$ cat config.mk
export PLATFORM = sky130hd
export DESIGN_NAME = player_missile_ctrl_flat
export DESIGN_NICKNAME = d
export VERILOG_FILES = /design/src/rtl/player_missile_pkg.sv /design/src/rtl/player_missile_if.sv /design/src/rtl/rise_edge_detect.sv /design/src/rtl/player_missile_ctrl.sv /design/src/flat_wrapper.sv
export SDC_FILE = /design/constraint.sdc
export NUM_CORES = 1
export LEC_CHECK = 0
export CAP_MARGIN = 20
export CORE_ASPECT_RATIO = 1.4
export CORE_MARGIN = 8
export CORE_UTILIZATION = 47
export DETAILED_ROUTE_END_ITERATION = 7
export PLACE_DENSITY = 0.8
export SLEW_MARGIN = 20
export SYNTH_ARGS = -nofsm -noshare
export SYNTH_HDL_FRONTEND = slang
export SYNTH_SLANG_ARGS = --single-unit
$ cat constraint.sdc
create_clock -name clk -period 2.2 [get_ports clk]
set_input_delay 0.55 -clock clk [delete_from_list [all_inputs] [get_ports clk]]
set_output_delay 0.55 -clock clk [all_outputs]
set_load 0.01 [all_outputs]
$ cat src/rtl/player_missile_pkg.sv
// Shared constants and state type for the player missile block.
// Fixed-point Y uses 6 fractional bits (1/64 px).
package player_missile_pkg;

  localparam int FIXED_POINT_MULTIPLIER = 64;
  localparam int FIXED_SHIFT = 6;

  typedef enum logic [1:0] {
    READY,
    FLYING,
    COOLDOWN
  } missile_state_t;

endpackage

$ cat src/rtl/player_missile_if.sv
// Missile bus: position/status out of the controller, collisions in.
// master = missile controller, slave = renderer / collision logic.
interface player_missile_if;

  logic signed [10:0] missileTopLeftX;
  logic signed [10:0] missileTopLeftY;
  logic               missileActive;
  logic               shotFired;
  logic               missileHitAlien;
  logic               missileHitShield;

  modport master (
    output missileTopLeftX,
    output missileTopLeftY,
    output missileActive,
    output shotFired,
    input  missileHitAlien,
    input  missileHitShield
  );

  modport slave (
    input  missileTopLeftX,
    input  missileTopLeftY,
    input  missileActive,
    input  shotFired,
    output missileHitAlien,
    output missileHitShield
  );

endinterface

$ cat src/rtl/rise_edge_detect.sv
// Rising-edge detector; history resets high so a level held
// through reset release does not produce a pulse.
module rise_edge_detect (
  input  logic clk,
  input  logic resetN,
  input  logic in,
  output logic pulse
);

  logic prev_q;
  logic prev_d;

  always_comb begin
    prev_d = in;
  end

  always_ff @(posedge clk or negedge resetN) begin
    if (!resetN) prev_q <= 1'b1;
    else         prev_q <= prev_d;
  end

  assign pulse = in & ~prev_q;

endmodule

$ cat src/rtl/player_missile_ctrl.sv
// Player missile: launch, fixed-point upward flight, hit/top exit.
// Define PLAYER_MISSILE_COOLDOWN_EN to enable the post-flight cooldown.
module player_missile_ctrl
  import player_missile_pkg::*;
#(
  parameter int MISSILE_SPEED   = 256,
  parameter int MISSILE_TOP_Y   = 16,
  parameter int PLAYER_WIDTH    = 64,
  parameter int MISSILE_WIDTH   = 4,
  parameter int MISSILE_HEIGHT  = 16,
  parameter int COOLDOWN_FRAMES = 15
) (
  input  logic               clk,
  input  logic               resetN,
  input  logic               startOfFrame,
  input  logic               playGame,
  input  logic               enter,
  input  logic signed [10:0] playerTopLeftX,
  input  logic signed [10:0] playerTopLeftY,
  player_missile_if.master   bus
);

  localparam logic signed [10:0] X_OFS =
    11'(PLAYER_WIDTH / 2 - MISSILE_WIDTH / 2);

  missile_state_t     state_q, state_d;
  logic signed [31:0] y_fp_q, y_fp_d;
  logic signed [10:0] x_q, x_d;
  logic               active_q, active_d;
  logic               shot_q, shot_d;

  logic               fire;
  logic               hit;
  logic               leave;
  logic               exit_top;
  logic signed [31:0] y_step;
  logic signed [31:0] y_launch;
  logic signed [10:0] x_launch;

`ifdef PLAYER_MISSILE_COOLDOWN_EN
  localparam int CW = $clog2(COOLDOWN_FRAMES + 2);
  logic [CW-1:0] cnt_q, cnt_d;
`endif

  // Forcing the detector input high while idle keeps a held key
  // from firing when the game (re)starts.
  rise_edge_detect u_edge (
    .clk   (clk),
    .resetN(resetN),
    .in    (enter | ~playGame),
    .pulse (fire)
  );

  assign hit      = bus.missileHitAlien | bus.missileHitShield;
  assign y_step   = y_fp_q - MISSILE_SPEED;
  assign exit_top = (y_step >>> FIXED_SHIFT) <= MISSILE_TOP_Y;
  assign x_launch = playerTopLeftX + X_OFS;
  assign y_launch = (32'(playerTopLeftY) - MISSILE_HEIGHT)
                  * FIXED_POINT_MULTIPLIER;

  always_comb begin
    state_d  = state_q;
    y_fp_d   = y_fp_q;
    x_d      = x_q;
    active_d = active_q;
    shot_d   = 1'b0;
    leave    = 1'b0;
`ifdef PLAYER_MISSILE_COOLDOWN_EN
    cnt_d    = cnt_q;
`endif
    if (!playGame) begin
      state_d  = READY;
      y_fp_d   = '0;
      x_d      = '0;
      active_d = 1'b0;
`ifdef PLAYER_MISSILE_COOLDOWN_EN
      cnt_d    = '0;
`endif
    end else begin
      unique case (state_q)
        READY: begin
          if (fire) begin
            x_d      = x_launch;
            y_fp_d   = y_launch;
            active_d = 1'b1;
            shot_d   = 1'b1;
            state_d  = FLYING;
          end
        end
        FLYING: begin
          // A hit freezes Y even when it lands on a frame tick.
          if (hit) begin
            leave = 1'b1;
          end else if (startOfFrame) begin
            y_fp_d = y_step;
            leave  = exit_top;
          end
        end
        COOLDOWN: begin
`ifdef PLAYER_MISSILE_COOLDOWN_EN
          if (startOfFrame) begin
            if (cnt_q <= CW'(1)) begin
              cnt_d   = '0;
              state_d = READY;
            end else begin
              cnt_d = cnt_q - CW'(1);
            end
          end
`else
          state_d = READY;
`endif
        end
        default: state_d = READY;
      endcase
      if (leave) begin
        active_d = 1'b0;
`ifdef PLAYER_MISSILE_COOLDOWN_EN
        state_d  = COOLDOWN;
        cnt_d    = CW'(COOLDOWN_FRAMES);
`else
        state_d  = READY;
`endif
      end
    end
  end

  always_ff @(posedge clk or negedge resetN) begin
    if (!resetN) begin
      state_q  <= READY;
      y_fp_q   <= '0;
      x_q      <= '0;
      active_q <= 1'b0;
      shot_q   <= 1'b0;
    end else begin
      state_q  <= state_d;
      y_fp_q   <= y_fp_d;
      x_q      <= x_d;
      active_q <= active_d;
      shot_q   <= shot_d;
    end
  end

`ifdef PLAYER_MISSILE_COOLDOWN_EN
  always_ff @(posedge clk or negedge resetN) begin
    if (!resetN) cnt_q <= '0;
    else         cnt_q <= cnt_d;
  end
`endif

  assign bus.missileTopLeftX = x_q;
  assign bus.missileTopLeftY = 11'(y_fp_q >>> FIXED_SHIFT);
  assign bus.missileActive   = active_q;
  assign bus.shotFired       = shot_q;

endmodule
$ cat src/flat_wrapper.sv
// flat-port wrapper written by rule: the top's interface ports become plain ports
module player_missile_ctrl_flat import player_missile_pkg::*;
#(
  parameter int MISSILE_SPEED   = 256,
  parameter int MISSILE_TOP_Y   = 16,
  parameter int PLAYER_WIDTH    = 64,
  parameter int MISSILE_WIDTH   = 4,
  parameter int MISSILE_HEIGHT  = 16,
  parameter int COOLDOWN_FRAMES = 15
)
  (clk, resetN, startOfFrame, playGame, enter, playerTopLeftX, playerTopLeftY, bus_missileTopLeftX, bus_missileTopLeftY, bus_missileActive, bus_shotFired, bus_missileHitAlien, bus_missileHitShield);
  player_missile_if bus_i ();
  input  logic clk;
  input  logic resetN;
  input  logic startOfFrame;
  input  logic playGame;
  input  logic enter;
  input  logic signed [10:0] playerTopLeftX;
  input  logic signed [10:0] playerTopLeftY;
  output wire logic [$bits(bus_i.missileTopLeftX)-1:0] bus_missileTopLeftX;
  output wire logic [$bits(bus_i.missileTopLeftY)-1:0] bus_missileTopLeftY;
  output wire logic [$bits(bus_i.missileActive)-1:0] bus_missileActive;
  output wire logic [$bits(bus_i.shotFired)-1:0] bus_shotFired;
  input wire logic [$bits(bus_i.missileHitAlien)-1:0] bus_missileHitAlien;
  input wire logic [$bits(bus_i.missileHitShield)-1:0] bus_missileHitShield;
  assign bus_missileTopLeftX = bus_i.missileTopLeftX;
  assign bus_missileTopLeftY = bus_i.missileTopLeftY;
  assign bus_missileActive = bus_i.missileActive;
  assign bus_shotFired = bus_i.shotFired;
  assign bus_i.missileHitAlien = bus_missileHitAlien;
  assign bus_i.missileHitShield = bus_missileHitShield;
  player_missile_ctrl #(.MISSILE_SPEED(MISSILE_SPEED), .MISSILE_TOP_Y(MISSILE_TOP_Y), .PLAYER_WIDTH(PLAYER_WIDTH), .MISSILE_WIDTH(MISSILE_WIDTH), .MISSILE_HEIGHT(MISSILE_HEIGHT), .COOLDOWN_FRAMES(COOLDOWN_FRAMES)) u_core (.clk(clk), .resetN(resetN), .startOfFrame(startOfFrame), .playGame(playGame), .enter(enter), .playerTopLeftX(playerTopLeftX), .playerTopLeftY(playerTopLeftY), .bus(bus_i));
endmodule
# Word-level counts from Yosys, hierarchy flattened
# Index checks and enable logic that the tools add are counted.
[totals] regBits=48 romBits=0 in_bits=29 out_inout_bits=24 latch_bits=0 memories=0 ramBits=0 word_cells=54
[classes] addsub=3 eq_ne=11 n_bitwise=5 magnitude_cmp=1 div_mod_pow=0 multipliers=0 reduce_logical=5 muxes=23 n_shift=0
[op_table] op="$mux W32" count=4
[op_table] op="$pmux W32 S2" count=1
[op_table] op="$mux W11" count=3
[op_table] op="$sub A32 B10 Y32 const B" count=1
[op_table] op="$le A26 B6 Y1 const B" count=1
[op_table] op="$sub A11 B6 Y12 const B" count=1
[op_table] op="$add A11 B6 Y11 const B" count=1
[op_table] op="$mux W1" count=11
[op_table] op="$ne A3 B1 Y1 const B" count=3
[op_table] op="$mux W2" count=3
[op_table] op="$ne A3 B2 Y1 const B" count=2
[op_table] op="$ne A3 B3 Y1 const B" count=2
[op_table] op="$reduce_and A2 Y1" count=3
[op_table] op="$ne A2 B1 Y1 const B" count=2
[op_table] op="$ne A4 B2 Y1 const B" count=1
[op_table] op="$pmux W2 S2" count=1
[op_table] op="$reduce_and A4 Y1" count=1
[op_table] op="$eq A2 B1 Y1 const B" count=1
[op_table] op="$logic_not A2 Y1" count=1
[op_table] op="$not A1 Y1" count=2
[op_table] op="$or A1 B1 Y1" count=2
[op_table] op="$and A1 B1 Y1" count=1

# Depth between registers and ports, before layout
# Gate-level depths: netlist (run 1).
[logic_depth] ltp_word=8 mapped_depth=9 depth_no_buf=8

# By module
# A second synthesis (run 1) with hierarchy kept.
[hier_totals] cells_unflattened=359 area_unflattened_um2=2961.6
[by_module_without_submodules] mod="player_missile_ctrl" area_each_um2=2921.6 cells_per_inst=357 seq_area_each_um2=1001.0 n_inst=1
[by_module_without_submodules] mod="rise_edge_detect" area_each_um2=40.0 cells_per_inst=2 seq_area_each_um2=26.3 n_inst=1

# Worst setup path before layout (run 1)
# No wires, ideal clock.
[synth_path] kind="register -> register" startpoint="register u_core.y_fp_q[8]" endpoint="register u_core.y_fp_q[28]" n_path_buf=0 stages_incl_launch_ff=9 synth_period_minus_slack_ns=2.423 t_required_ns=2.079 arrival_time_ns=2.302 path_slack_ns=-0.223 setup_time_ns=0.121 path_cell_list="dfrtp_1 -> inv_1 -> ha_1 -> nor3b_1 -> nand3_1 -> or4_4 -> nor2_1 -> o21ai_0 -> a22o_1"
[synth_between] elab_chain_len=5
[synth_rtl] item="start, declared" line="player_missile_ctrl.sv:27" source="logic signed [31:0] y_fp_q, y_fp_d;"
[synth_rtl] item="start signal, assigned" line="player_missile_ctrl.sv:136" source="y_fp_q <= y_fp_d;"
[synth_rtl] item="$sub A32 B10 Y32" line="player_missile_ctrl.sv:55" source="assign y_step = y_fp_q - MISSILE_SPEED;"
[synth_rtl] item="$mux W32" line="player_missile_ctrl.sv:94" source="end else if (startOfFrame) begin"
[synth_rtl] item="$mux W32" line="player_missile_ctrl.sv:92" source="if (hit) begin"
[synth_rtl] item="$pmux W32 S2" line="player_missile_ctrl.sv:80" source="unique case (state_q)"
[synth_rtl] item="$mux W32" line="player_missile_ctrl.sv:71" source="if (!playGame) begin"
# No other way between the ends. The select of a mux whose other input is x is not followed.
# A chain may end at the register's enable or synchronous reset.

# Worst setup path after layout (run 1)
[layout_path] startpoint="register u_core.y_fp_q[20]" endpoint="register u_core.y_fp_q[30]"
# The elaborated chain is that of the path after synthesis.

==> results summary, run 1 <==
The critical path goes through or3_4, or4_4, or4_4, buf_6, o31ai_4, a22o_1. The clock-pin slew reported for the worst setup and hold paths after clock tree synthesis is 0.08 ns. The clock latency reported for the late side of the worst-skew pair is 0.30 ns.

Counting distinct cell types in the post-synthesis netlist gives 47. The worst path setup slack after routing came out at -0.201 ns. The worst setup path endpoint is u_core.y_fp_q[30]$_DFFE_PN0P_.

Summing every instance area after synthesis gives 2610 µm². The type of the worst setup path is reg2reg. The post-synthesis register bit count is 41. The worst register-to-register path ends at u_core.y_fp_q[30]$_DFFE_PN0P_. The count of flip-flops with a built-in enable after synthesis came out at 0. Once detail routing completed, the nets flagged for antenna violations numbered 0. The initial cell density of the core is 47.9%. The number of max-slew violations in the final report came out at 0. Summed over all nets, the half-perimeter wirelength after detailed placement is 5660 µm. The via count of the first global-routing pass is 2729. TritonCTS built the clock tree. Before CTS, the worst setup slack after placement is -0.304 ns. Summing the areas of all compound-gate instances in the mapped netlist gives 26.9% of the synthesized area. Summed over all layers, the routed wires come to 7760 µm. The final reports fail on setup timing. The xor and xnor fraction of the mapped netlist area came out at 5.03%. The die height came out at 104 µm. The worst hold path belongs to the class in2async. The minimum setup slack among reg-to-reg paths is -0.20 ns.

The critical path data required time came out at 2.44 ns. Dividing the synthesized area by the synthesized cell count gives 8.64 µm². Across every metal layer, demand over resource in global routing totals 18.7%.

Dividing the final minimum period by the clock period gives 109%. The fraction of the mapped netlist area in adder cells came out at 1.92%. The post-detailed-placement cell area came out at 3500 µm². The simple-gate portion of the synthesized area came out at 19.4%.

The top cell types in the final layout, fill and taps aside, are 51 x sky130_fd_sc_hd__clkdlybuf4s50_1, 48 x sky130_fd_sc_hd__buf_4, 40 x sky130_fd_sc_hd__o21ai_0. The worst-margin pin slew came out at 0.492 ns. The die is 79.0 µm wide. The worst-case vdd ir drop came out at 0.000458 V.

The number of vias in the routed layout is 2666. In this run the tightest slew margin relative to its limit is 67.2%. The core region is 5450 µm². The buffer depth of the longest clock path came out at 2. The number of port buffers came out at 52. The share of the core filled with cells in the final layout came out at 69.8%. Setup repair after global routing could not meet its margin everywhere. The number of DRC markers after the initial detailed-route iteration is 190. The fill cell instance count of the final layout is 445.

The number of clock sinks is 41. Pin placement for this block handled 53 I/O pins. The max-capacitance violation count is 0. The arrival time at the worst endpoint came out at 2.64 ns. The static leakage came out at 1.61 nW.

The number of nets handed over by synthesis was 335. For this run, the detailed router's first-pass iteration total came to 4. The cell count after synthesis came out at 302.

The ratio of routed vias to standard cells came out at 5.80. The area growth from synthesis to layout is 45.6%. The worst setup path is launched from a flip-flop. The net count reported at finish is 424.

By area, the combinational part of the netlist is dominated by compound AO/OA/AOI/OAI gates. The clock root buffer master is sky130_fd_sc_hd__clkbuf_8. The total grt overflow is 0. The startpoint of the worst register-to-register path is u_core.y_fp_q[20]$_DFFE_PN0P_. Entering global routing, the biggest net connects 39 pins. The number of antenna violations at the first check in global routing is 0. Among all flip-flop cells after synthesis, the most frequent one is sky130_fd_sc_hd__dfrtp_1. The biggest fanout along the worst timing path came out at 5. The largest single stage delay on the critical path is 0.58 ns. In the synthesized netlist, mux cells make up 0% of the area.

The post-layout minimum cycle time came out at 2.40 ns. The depth of the CTS H-tree is 2. The global-route wire length before repair is 12800 µm. The quantity of hold-fixing buffers added after cts came out at 0. Counting stages on the worst path, the most repeated cell is sky130_fd_sc_hd__or4_4. Tracing the worst setup path back leads to its startpoint at u_core.y_fp_q[20]$_DFFE_PN0P_.

After synthesis, the share of flip-flops with an asynchronous set or reset is 100%. The total setup violations reported at the end of the flow is 8. The worst setup path is captured at a flip-flop. The upper clock frequency limit came out at 417 MHz. For this run, the number of Yosys warnings is 0. At the end of routability-driven placement, the weighted congestion stood at 0.931. The total power per unit cell area came out at 624 nW/µm². The most common library cell in the layout ignoring fill and taps is sky130_fd_sc_hd__clkdlybuf4s50_1. The antenna diode instance count came out at 0.

The number of clock buffers inserted by TritonCTS came out at 5. Between clock sinks in the finished design, the worst skew comes to 0.0110 ns. After routing the design area is 3800 µm².

The sequential element share of the synthesized area is 39.4%. In the final layout, the share of cells above drive strength 1 is 24.0%. The post-route worst hold slack came out at 0.203 ns. The number of hold violations in the final report came out at 0.

The worst reg-to-reg path cell count is 6. The DRC violation count after routing is 0. The floorplan step defined a die boundary enclosing 8230 µm². The routed wirelength normalized by instance count came out at 16.9 µm. The largest individual stage delay along the critical path comes from the cell sky130_fd_sc_hd__or4_4. The flow ran to the end, but the final reports show violations. The total number of placement rows is 32.
## per-layer routing
layer	GRT usage (%)	share of wire, %	vias up
met1	20.4	37	1304
li1	-	-	1276
met4	6.12	1.7	0
met2	34.5	56	70
met5	0	0	-
met3	3.37	5.1	16
## synthesized netlist by cell type (8+ instances only)
master                      n  area [µm²]
sky130_fd_sc_hd__nand2_1   22        82.6
sky130_fd_sc_hd__xnor2_1    9        78.8
sky130_fd_sc_hd__or3_1      9        56.3
sky130_fd_sc_hd__o21ai_0   44         220
sky130_fd_sc_hd__nor2_1    25        93.8
sky130_fd_sc_hd__clkbuf_1  13        48.8
sky130_fd_sc_hd__o31ai_1    8        60.1
sky130_fd_sc_hd__dfrtp_1   40        1000
sky130_fd_sc_hd__buf_4     11        82.6
sky130_fd_sc_hd__a22o_1    12         105
sky130_fd_sc_hd__a21oi_1   14        70.1
sky130_fd_sc_hd__nor3_1     9        45.0
sky130_fd_sc_hd__inv_1     12        45.0
## flip-flops by register name (all words and copies together) (netlist names)
signal	cells
u_core.bus.missileActive	1
u_core.bus.missileTopLeftX	11
u_core.bus.shotFired	1
u_core.state_q	1
u_core.u_edge.prev_q	1
u_core.y_fp_q	26
## critical path: cells and delay by family, from the launching register on
family | cells | cell delay [ns]
and+or+nand+nor | 3 | 1.45
DFF | 1 | 0.39
AOI/OAI and AO/OA | 2 | 0.36
buffers and inverters | 1 | 0.15
## how the worst min path moves through the flow
stage | start | to | cells after the start
4_1_cts | resetN | u_core.bus.missileTopLeftX[8]$_DFFE_PN0P_ | 1
3_5_place_dp | u_core.bus.missileTopLeftX[6]$_DFFE_PN0P_ | u_core.bus.missileTopLeftX[6]$_DFFE_PN0P_ | 2
6_report | resetN | u_core.bus.missileTopLeftX[8]$_DFFE_PN0P_ | 1
2_1_floorplan | resetN | u_core.bus.missileActive$_DFFE_PN0P_ | 0
5_1_grt | resetN | u_core.bus.missileTopLeftX[8]$_DFFE_PN0P_ | 1
3_3_place_gp | u_core.bus.missileTopLeftX[4]$_DFFE_PN0P_ | u_core.bus.missileTopLeftX[4]$_DFFE_PN0P_ | 2
## power breakdown
part / switching [W] / internal (W)
combinational: 0.000380 / 0.000381
clock: 0.000285 / 0.000457
sequential: 0.0000532 / 0.000817
## area by class of cell
| class | instances | area (µm²) | share of cell area [%] |
|---|---|---|---|
| multi-input cells | 223 | 1500 | 39.5 |
| flip-flops and latches | 41 | 1030 | 27.1 |
| repair buffers | 108 | 1000 | 26.3 |
| well taps | 68 | 85.1 | 2.24 |
| clock buffers | 5 | 68.8 | 1.81 |
| clock inverters | 3 | 68.8 | 1.81 |
| inverters | 12 | 45.0 | 1.19 |
## cells by family (layout without fill, tap and decap cells)
group	Yosys count	in the layout
AOI/OAI and AO/OA	109	109
xor gates and xnor gates	15	15
adders and majority gates	4	4
buffers and inverters	38	128
DFF	41	41
and+or+nand+nor	95	95
## through the flow
stage	instances	total power, W	setup TNS [ns]
global placement	446	0.00157	-2.63
floorplan	302	0.00125	-0.558
global route	460	0.00248	-1.45
detailed placement	446	0.00158	-3.87
finish	460	0.00237	-0.818
CTS	454	0.00233	-0.664
## timing repair
action / CTS / global route
hold endpoints to repair: 0 / 0
gates resized for setup: 3 / 24
setup buffers: 0 / 6
pin swaps: 3 / 12
endpoints found under the setup margin: 7 / 15
No activity file was read; power rests on OpenSTA's default activity.
==> run 2: changes to the inputs <==
--- a/config.mk
+++ b/config.mk
@@ -10,6 +10,7 @@
 export CORE_MARGIN = 8
 export CORE_UTILIZATION = 47
 export DETAILED_ROUTE_END_ITERATION = 7
+export GPL_ROUTABILITY_DRIVEN = 0
 export PLACE_DENSITY = 0.8
 export SLEW_MARGIN = 20
 export SYNTH_ARGS = -nofsm -noshare
==> results summary, run 2 (synthesis gave the netlist of run 1 again) <==
Outcome: complete, but fails checks (unchanged). Violations in the final reports: setup timing (unchanged). The upper clock frequency limit came out at 424 MHz (was 417 MHz). The total setup violations reported at the end of the flow is 7 (was 8). The ratio of routed vias to standard cells is 5.91 (was 5.80).

The total number of placement rows came out at 32 (unchanged). The share of the core filled with cells in the final layout is 67.9% (was 69.8%). The biggest fanout along the worst timing path came out at 5 (unchanged). The static leakage is 1.57 nW (was 1.61 nW). The fraction of layout cells with a size suffix above 1 is 22.6% (was 24.0%).

The post-route clock skew came out at 0.00408 ns (was 0.0110 ns). The number of hold violations in the final report is 0 (unchanged). The final period utilization came to 107% (was 109%). The via count of the first global-routing pass is 2765 (was 2729).

The DRC violation count after routing came out at 0 (unchanged). The number of clock buffers inserted by TritonCTS is 5 (unchanged). The number of vias in the routed layout is 2700 (was 2666). The fill cell instance count of the final layout is 453 (was 445). The buffer depth of the longest clock path is 2 (unchanged). The initial cell density of the core came out at 47.9% (unchanged). The iteration count of the initial detailed-routing pass was 6 (was 4). The die outline width came out at 79.0 µm (unchanged). The most common library cell in the layout ignoring fill and taps is sky130_fd_sc_hd__clkdlybuf4s50_1 (unchanged). The net count reported at finish is 421 (was 424). The largest net degree at the start of global routing is 42 (was 39). The worst reg-to-reg path cell count is 6 (unchanged). Most frequent cells in the layout: 51 x sky130_fd_sc_hd__clkdlybuf4s50_1, 49 x sky130_fd_sc_hd__buf_4, 43 x sky130_fd_sc_hd__o21ai_0 (was 51 x sky130_fd_sc_hd__clkdlybuf4s50_1, 48 x sky130_fd_sc_hd__buf_4, 40 x sky130_fd_sc_hd__o21ai_0).

The total power consumption of the routed design came to 0.00217 W (was 0.00237 W). The post-route antenna net violation count is 0 (unchanged). The total power per unit cell area is 587 nW/µm² (was 624 nW/µm²).

The area of the die came out at 8230 µm² (unchanged). The die height came to 104 µm (unchanged). The clock-pin slew reported for the worst setup and hold paths after clock tree synthesis is 0.08 ns (about the same). The number of standard cells in the final layout excluding fillers was 457 (was 460). The worst setup timing slack at the placement stage was -0.244 ns (was -0.304 ns). The routed wirelength normalized by instance count is 17.3 µm (was 16.9 µm).

The depth of the CTS H-tree came to 2 (unchanged). The minimum setup slack among reg-to-reg paths is -0.16 ns (was -0.20 ns). The overall global routing resource usage is 19.4% (was 18.7%). The number of DRC markers after the initial detailed-route iteration came out at 158 (was 190).

The max-capacitance violation count came out at 0 (unchanged). The critical path data required time is 2.39 ns (was 2.44 ns). The number of clock sinks came to 41 (unchanged).

The worst hold path class was in2async (unchanged). The number of max-slew violations in the final report came out at 0 (unchanged). The worst-case vdd ir drop is 0.000415 V (was 0.000458 V). The worst path setup slack after routing is -0.156 ns (was -0.201 ns). The startpoint of the worst register-to-register path is u_core.y_fp_q[20]$_DFFE_PN0P_ (unchanged). The post-route worst hold slack was 0.225 ns (was 0.203 ns). The aggregate routed wire length came to 7910 µm (was 7760 µm). The kind of start point of the critical path was a flip-flop (unchanged). The TritonCTS clock tree is done (unchanged). The worst-margin pin slew is 0.485 ns (was 0.492 ns). The number of port buffers was 52 (unchanged). The flip-flop count of the largest register after layout was 26 (unchanged). The total core area is 5450 µm² (unchanged).

The antenna diode instance count came out at 0 (unchanged). The clock latency reported for the late side of the worst-skew pair came out at 0.30 ns (about the same). The register containing the most flip-flops in the final layout is u_core.y_fp_q (unchanged). Unrepaired setup endpoints after global routing: yes (unchanged).

The post-layout minimum cycle time is 2.36 ns (was 2.40 ns). The global-route wire length before repair came to 13000 µm (was 12800 µm). The total instance count after detailed placement was 448 (was 446). The growth of design area from synthesis to finish came out at 41.7% (was 45.6%). The worst slew margin relative to its limit came out at 67.7% (was 67.2%). The type of the worst setup path is reg2reg (unchanged). The clock root buffer master was sky130_fd_sc_hd__clkbuf_8 (unchanged). The count of pins on the block boundary came out at 53 (unchanged). The quantity of hold-fixing buffers added after cts came to 0 (unchanged). The arrival time at the worst endpoint came out at 2.55 ns (was 2.64 ns). The total grt overflow is 0 (unchanged).

The half-perimeter wire length of the detailed placement result is 5790 µm (was 5660 µm). The capture point of the worst reg-to-reg path is u_core.y_fp_q[29]$_DFFE_PN0P_ (was u_core.y_fp_q[30]$_DFFE_PN0P_). The type of element capturing the critical path is a flip-flop (unchanged). The number of antenna violations at the first check in global routing is 0 (unchanged).
run 2: cell types whose count changed in the layout (fill, tap and decap cells not counted), sizes merged:
cell / change
buf: -3
bufinv: -2
inv: -1
clkinv: +1
clkbuf: +2
run 2: cell type report:
type	instances	area, µm²	area share (%)
clock buffers	7	96.3	2.60
multi-input cells	223	1490	40.2
well taps	68	85.1	2.30
repair buffers	105	955	25.8
inverters	12	45.0	1.22
flip-flops and latches	41	1030	27.8
clock inverters	1	5.00	0.135
run 2: report_power, final:
group          internal, W  switching (W)
logic             0.000367       0.000378
registers         0.000817      0.0000587
clock network     0.000284       0.000266
total              0.00147       0.000703
run 2: metrics by stage:
stage	instance area, µm²	setup TNS (ns)
global route	3700	-1.06
floorplan	2630	-0.558
finish	3700	-0.612
global placement	3500	-2.69
detailed placement	3500	-4.32
CTS	3630	-0.614
run 2: how the worst max path moves through the flow:
stage	startpoint	to	slack, ns	cells after the start
finish	u_core.y_fp_q[20]$_DFFE_PN0P_	u_core.y_fp_q[29]$_DFFE_PN0P_	-0.16	6
global route	u_core.y_fp_q[20]$_DFFE_PN0P_	u_core.y_fp_q[29]$_DFFE_PN0P_	-0.20	6
CTS	u_core.y_fp_q[20]$_DFFE_PN0P_	u_core.y_fp_q[29]$_DFFE_PN0P_	-0.16	6
detailed placement	playerTopLeftY[6]	u_core.y_fp_q[24]$_DFFE_PN0P_	-0.24	7
global placement	playerTopLeftY[6]	u_core.y_fp_q[24]$_DFFE_PN0P_	-0.17	7
floorplan	u_core.y_fp_q[20]$_DFFE_PN0P_	u_core.y_fp_q[29]$_DFFE_PN0P_	-0.18	7
run 2: what timing repair did:
action,4_1_cts,5_1_grt
pin swaps,1,3
hold endpoints to repair,0,0
setup buffers,0,1
setup endpoints to repair,7,11
resized for setup,5,12
run 2: critical path, cell delays in order (launching register included):
cell and delay [ns]:
sky130_fd_sc_hd__dfrtp_1 0.39, sky130_fd_sc_hd__or3_4 0.40, sky130_fd_sc_hd__or4_4 0.46, sky130_fd_sc_hd__or4_4 0.55, sky130_fd_sc_hd__nor3_2 0.13, sky130_fd_sc_hd__o21ai_1 0.08, sky130_fd_sc_hd__a22o_1 0.23
run 2: metal layers:
| layer | vias to the layer above | share of wire, % | GRT usage (%) |
|---|---|---|---|
| met4 | 0 | 3.1 | 10.9 |
| met3 | 21 | 4.8 | 4.50 |
| met5 | - | 0 | 0 |
| met2 | 89 | 54 | 33.4 |
| li1 | 1269 | - | - |
| met1 | 1321 | 38 | 20.8 |
==> run 3: changes to the inputs <==
==> constraint.sdc (replaced) <==
create_clock -name clk -period 2.2 [get_ports clk]
set_input_delay 0.22 -clock clk [delete_from_list [all_inputs] [get_ports clk]]
set_output_delay 0.22 -clock clk [all_outputs]
set_load 0.01 [all_outputs]
==> results summary, run 3 (synthesis gave the netlist of run 1 again) <==
The type of the worst setup path is reg2reg (unchanged). The total core area came out at 5450 µm² (unchanged). The count of pins on the block boundary came out at 53 (unchanged). The post-detailed-placement cell area is 3400 µm² (was 3500 µm²). The fill cell instance count of the final layout was 472 (was 453). The area of the die came out at 8230 µm² (unchanged). The largest net degree at the start of global routing came out at 28 (was 42). The arrival time at the worst endpoint came out at 2.63 ns (was 2.55 ns). The biggest fanout along the worst timing path is 5 (unchanged). The clock latency reported for the late side of the worst-skew pair came to 0.30 ns (about the same).

The dominant delay contributor by cell family on the critical path is simple AND/OR/NAND/NOR gates (unchanged). Unrepaired setup endpoints after global routing: yes (unchanged). The worst slew margin relative to its limit came out at 52.5% (was 67.7%). The most frequent cell on the critical path is sky130_fd_sc_hd__or4_4 (unchanged). Violations in the final reports: setup timing (unchanged). The total setup violations reported at the end of the flow came out at 8 (was 7).

The number of max-slew violations in the final report came out at 0 (unchanged). The initial cell density of the core came to 47.9% (unchanged). The register area came out at 1030 µm² (unchanged). The number of clock buffers inserted by TritonCTS came to 5 (unchanged). The number of vias in the routed layout was 2663 (was 2700). The number of clock sinks came to 41 (unchanged).

The static leakage is 1.51 nW (was 1.57 nW). The ratio of routed vias to standard cells is 5.97 (was 5.91). The number of hold violations in the final report is 0 (unchanged).

The share of the core filled with cells in the final layout is 66.2% (was 67.9%). The sum of buffers and inverters on the critical path is 1 (was 0). The post-route worst hold slack came out at 0.465 ns (was 0.225 ns). The multi-input gate area in the final layout was 1490 µm² (about the same). The buffer depth of the longest clock path is 2 (unchanged).

The growth of design area from synthesis to finish is 38.0% (was 41.7%). The via count of the first global-routing pass is 2647 (was 2765). The clock root buffer master was sky130_fd_sc_hd__clkbuf_8 (unchanged).

The critical path data required time came out at 2.44 ns (was 2.39 ns). The TritonCTS clock tree was done (unchanged). The number of port buffers came to 52 (unchanged). Most frequent cells in the layout: 51 x sky130_fd_sc_hd__clkdlybuf4s50_1, 44 x sky130_fd_sc_hd__o21ai_0, 40 x sky130_fd_sc_hd__dfrtp_1 (was 51 x sky130_fd_sc_hd__clkdlybuf4s50_1, 49 x sky130_fd_sc_hd__buf_4, 43 x sky130_fd_sc_hd__o21ai_0). The global-route wire length before repair came out at 12500 µm (was 13000 µm).

The highest-delay cell along the critical path is sky130_fd_sc_hd__or4_4 (unchanged). The die height is 104 µm (unchanged). The worst path setup slack after routing came out at -0.183 ns (was -0.156 ns). Cells traversed along the worst timing path: or3_4, or4_4, or4_4, buf_6, o31ai_1, a22o_1 (was or3_4, or4_4, or4_4, nor3_2, o21ai_1, a22o_1). Outcome: complete, but fails checks (unchanged). The fraction of layout cells with a size suffix above 1 was 19.3% (was 22.6%).

The half-perimeter wire length of the detailed placement result is 5500 µm (was 5790 µm). The worst-case vdd ir drop came out at 0.000310 V (was 0.000415 V). The antenna diode instance count came out at 0 (unchanged).

The type of element capturing the critical path was a flip-flop (unchanged). The number of DRC markers after the initial detailed-route iteration is 176 (was 158). The number of antenna violations at the first check in global routing is 0 (unchanged). The max-capacitance violation count is 0 (unchanged). The register containing the most flip-flops in the final layout is u_core.y_fp_q (unchanged).

The worst-margin pin slew is 0.708 ns (was 0.485 ns). The routed wirelength normalized by instance count is 17.3 µm (about the same). The post-route antenna net violation count is 0 (unchanged).

The post-layout minimum cycle time came out at 2.38 ns (was 2.36 ns). The number of standard cells in the final layout excluding fillers is 446 (was 457). The total power per unit cell area came out at 584 nW/µm² (was 587 nW/µm²). The total grt overflow is 0 (unchanged).

The total instance count after detailed placement is 434 (was 448). The die outline width is 79.0 µm (unchanged). The final period utilization came to 108% (was 107%). The post-route clock skew came out at 0.0108 ns (was 0.00408 ns). The net count reported at finish came out at 410 (was 421). The depth of the CTS H-tree was 2 (unchanged). The flip-flop count of the largest register after layout is 26 (unchanged).

The iteration count of the initial detailed-routing pass is 4 (was 6). The kind of start point of the critical path was a flip-flop (unchanged). The aggregate routed wire length came out at 7730 µm (was 7910 µm). The peak per-stage delay on the critical path came out at 0.52 ns (was 0.55 ns). The DRC violation count after routing is 0 (unchanged). The worst hold path class is in2async (unchanged). The upper clock frequency limit is 420 MHz (was 424 MHz). The most common library cell in the layout ignoring fill and taps is sky130_fd_sc_hd__clkdlybuf4s50_1 (unchanged).

The total number of placement rows came out at 32 (unchanged). The overall global routing resource usage is 18.8% (was 19.4%). The clock-pin slew reported for the worst setup and hold paths after clock tree synthesis is 0.09 ns (was 0.08 ns). The final non-filler cell area is 3600 µm² (was 3700 µm²).
[run 3: cell count changes in the layout (fill, tap and decap cells not counted), moves of 2 or more]
cell,previous run,this run
sky130_fd_sc_hd__nand3_2,2,0
sky130_fd_sc_hd__nand3_1,1,3
sky130_fd_sc_hd__buf_6,1,3
sky130_fd_sc_hd__o21ai_1,8,6
sky130_fd_sc_hd__or3_1,6,8
sky130_fd_sc_hd__or3_4,4,2
sky130_fd_sc_hd__clkbuf_8,7,5
sky130_fd_sc_hd__buf_4,49,36
[run 3: worst paths after layout]
kind	startpoint	to	slack, ns	cells after the start
max	u_core.y_fp_q[20]$_DFFE_PN0P_	u_core.y_fp_q[28]$_DFFE_PN0P_	-0.18	6
min	resetN	u_core.y_fp_q[27]$_DFFE_PN0P_	0.46	2
max reg2reg	u_core.y_fp_q[20]$_DFFE_PN0P_	u_core.y_fp_q[28]$_DFFE_PN0P_	-0.18	6
min reg2reg	u_core.bus.missileTopLeftX[1]$_DFFE_PN0P_	u_core.bus.missileTopLeftX[1]$_DFFE_PN0P_	0.48	2
max in group asynchronous	resetN	u_core.u_edge.prev_q$_DFF_PN1_	1.10	3
min in group clk	u_core.bus.missileTopLeftX[1]$_DFFE_PN0P_	u_core.bus.missileTopLeftX[1]$_DFFE_PN0P_	0.48	2
[run 3: what timing repair did]
| item | CTS | global route |
|---|---|---|
| endpoints found under the hold margin | 22 | 0 |
| cloned | 0 | 0 |
| buffers inserted | 2 | 1 |
| resized for setup | 6 | 10 |
| setup endpoints to repair | 7 | 11 |
| hold buffers | 1 | 0 |
| pin swaps | 3 | 4 |
[run 3: layer usage]
metal	vias up	wire length (µm)	global-route usage [%]
met5	-	0	0
met4	0	232	8.78
met3	29	449	3.89
met2	106	4080	32.9
met1	1278	2960	20.8
li1	1250	-	-
[run 3: report_power, final]
part / leakage (nW) / internal (W) / switching, W
Sequential: 0.541 / 0.000817 / 0.0000591
Clock: 0.0439 / 0.000219 / 0.000275
Combinational: 0.922 / 0.000354 / 0.000379
[run 3: worst reg2reg max path: stages (launching register included)]
cell	delay, ns
sky130_fd_sc_hd__dfrtp_1	0.39
sky130_fd_sc_hd__or3_4	0.39
sky130_fd_sc_hd__or4_4	0.46
sky130_fd_sc_hd__or4_4	0.52
sky130_fd_sc_hd__buf_6	0.15
sky130_fd_sc_hd__o31ai_1	0.25
sky130_fd_sc_hd__a22o_1	0.18
[run 3: area by class of cell]
cell class	count	share of cell area, %
Sequential cell	41	28.5
Tap cell	68	2.36
Timing Repair Buffer	94	24.1
Multi-Input combinational cell	223	41.3
Clock buffer	5	1.91
Inverter	12	1.25
Clock inverter	3	0.486
[run 3: metrics by stage]
| step | power [W] | setup TNS [ns] | setup slack (ns) |
|---|---|---|---|
| floorplan | 0.00125 | -0.558 | -0.180 |
| global placement | 0.00155 | -0.304 | -0.0869 |
| detailed placement | 0.00156 | -0.651 | -0.118 |
| CTS | 0.00208 | -0.379 | -0.0888 |
| global route | 0.00221 | -1.69 | -0.297 |
| finish | 0.00210 | -0.644 | -0.183 |
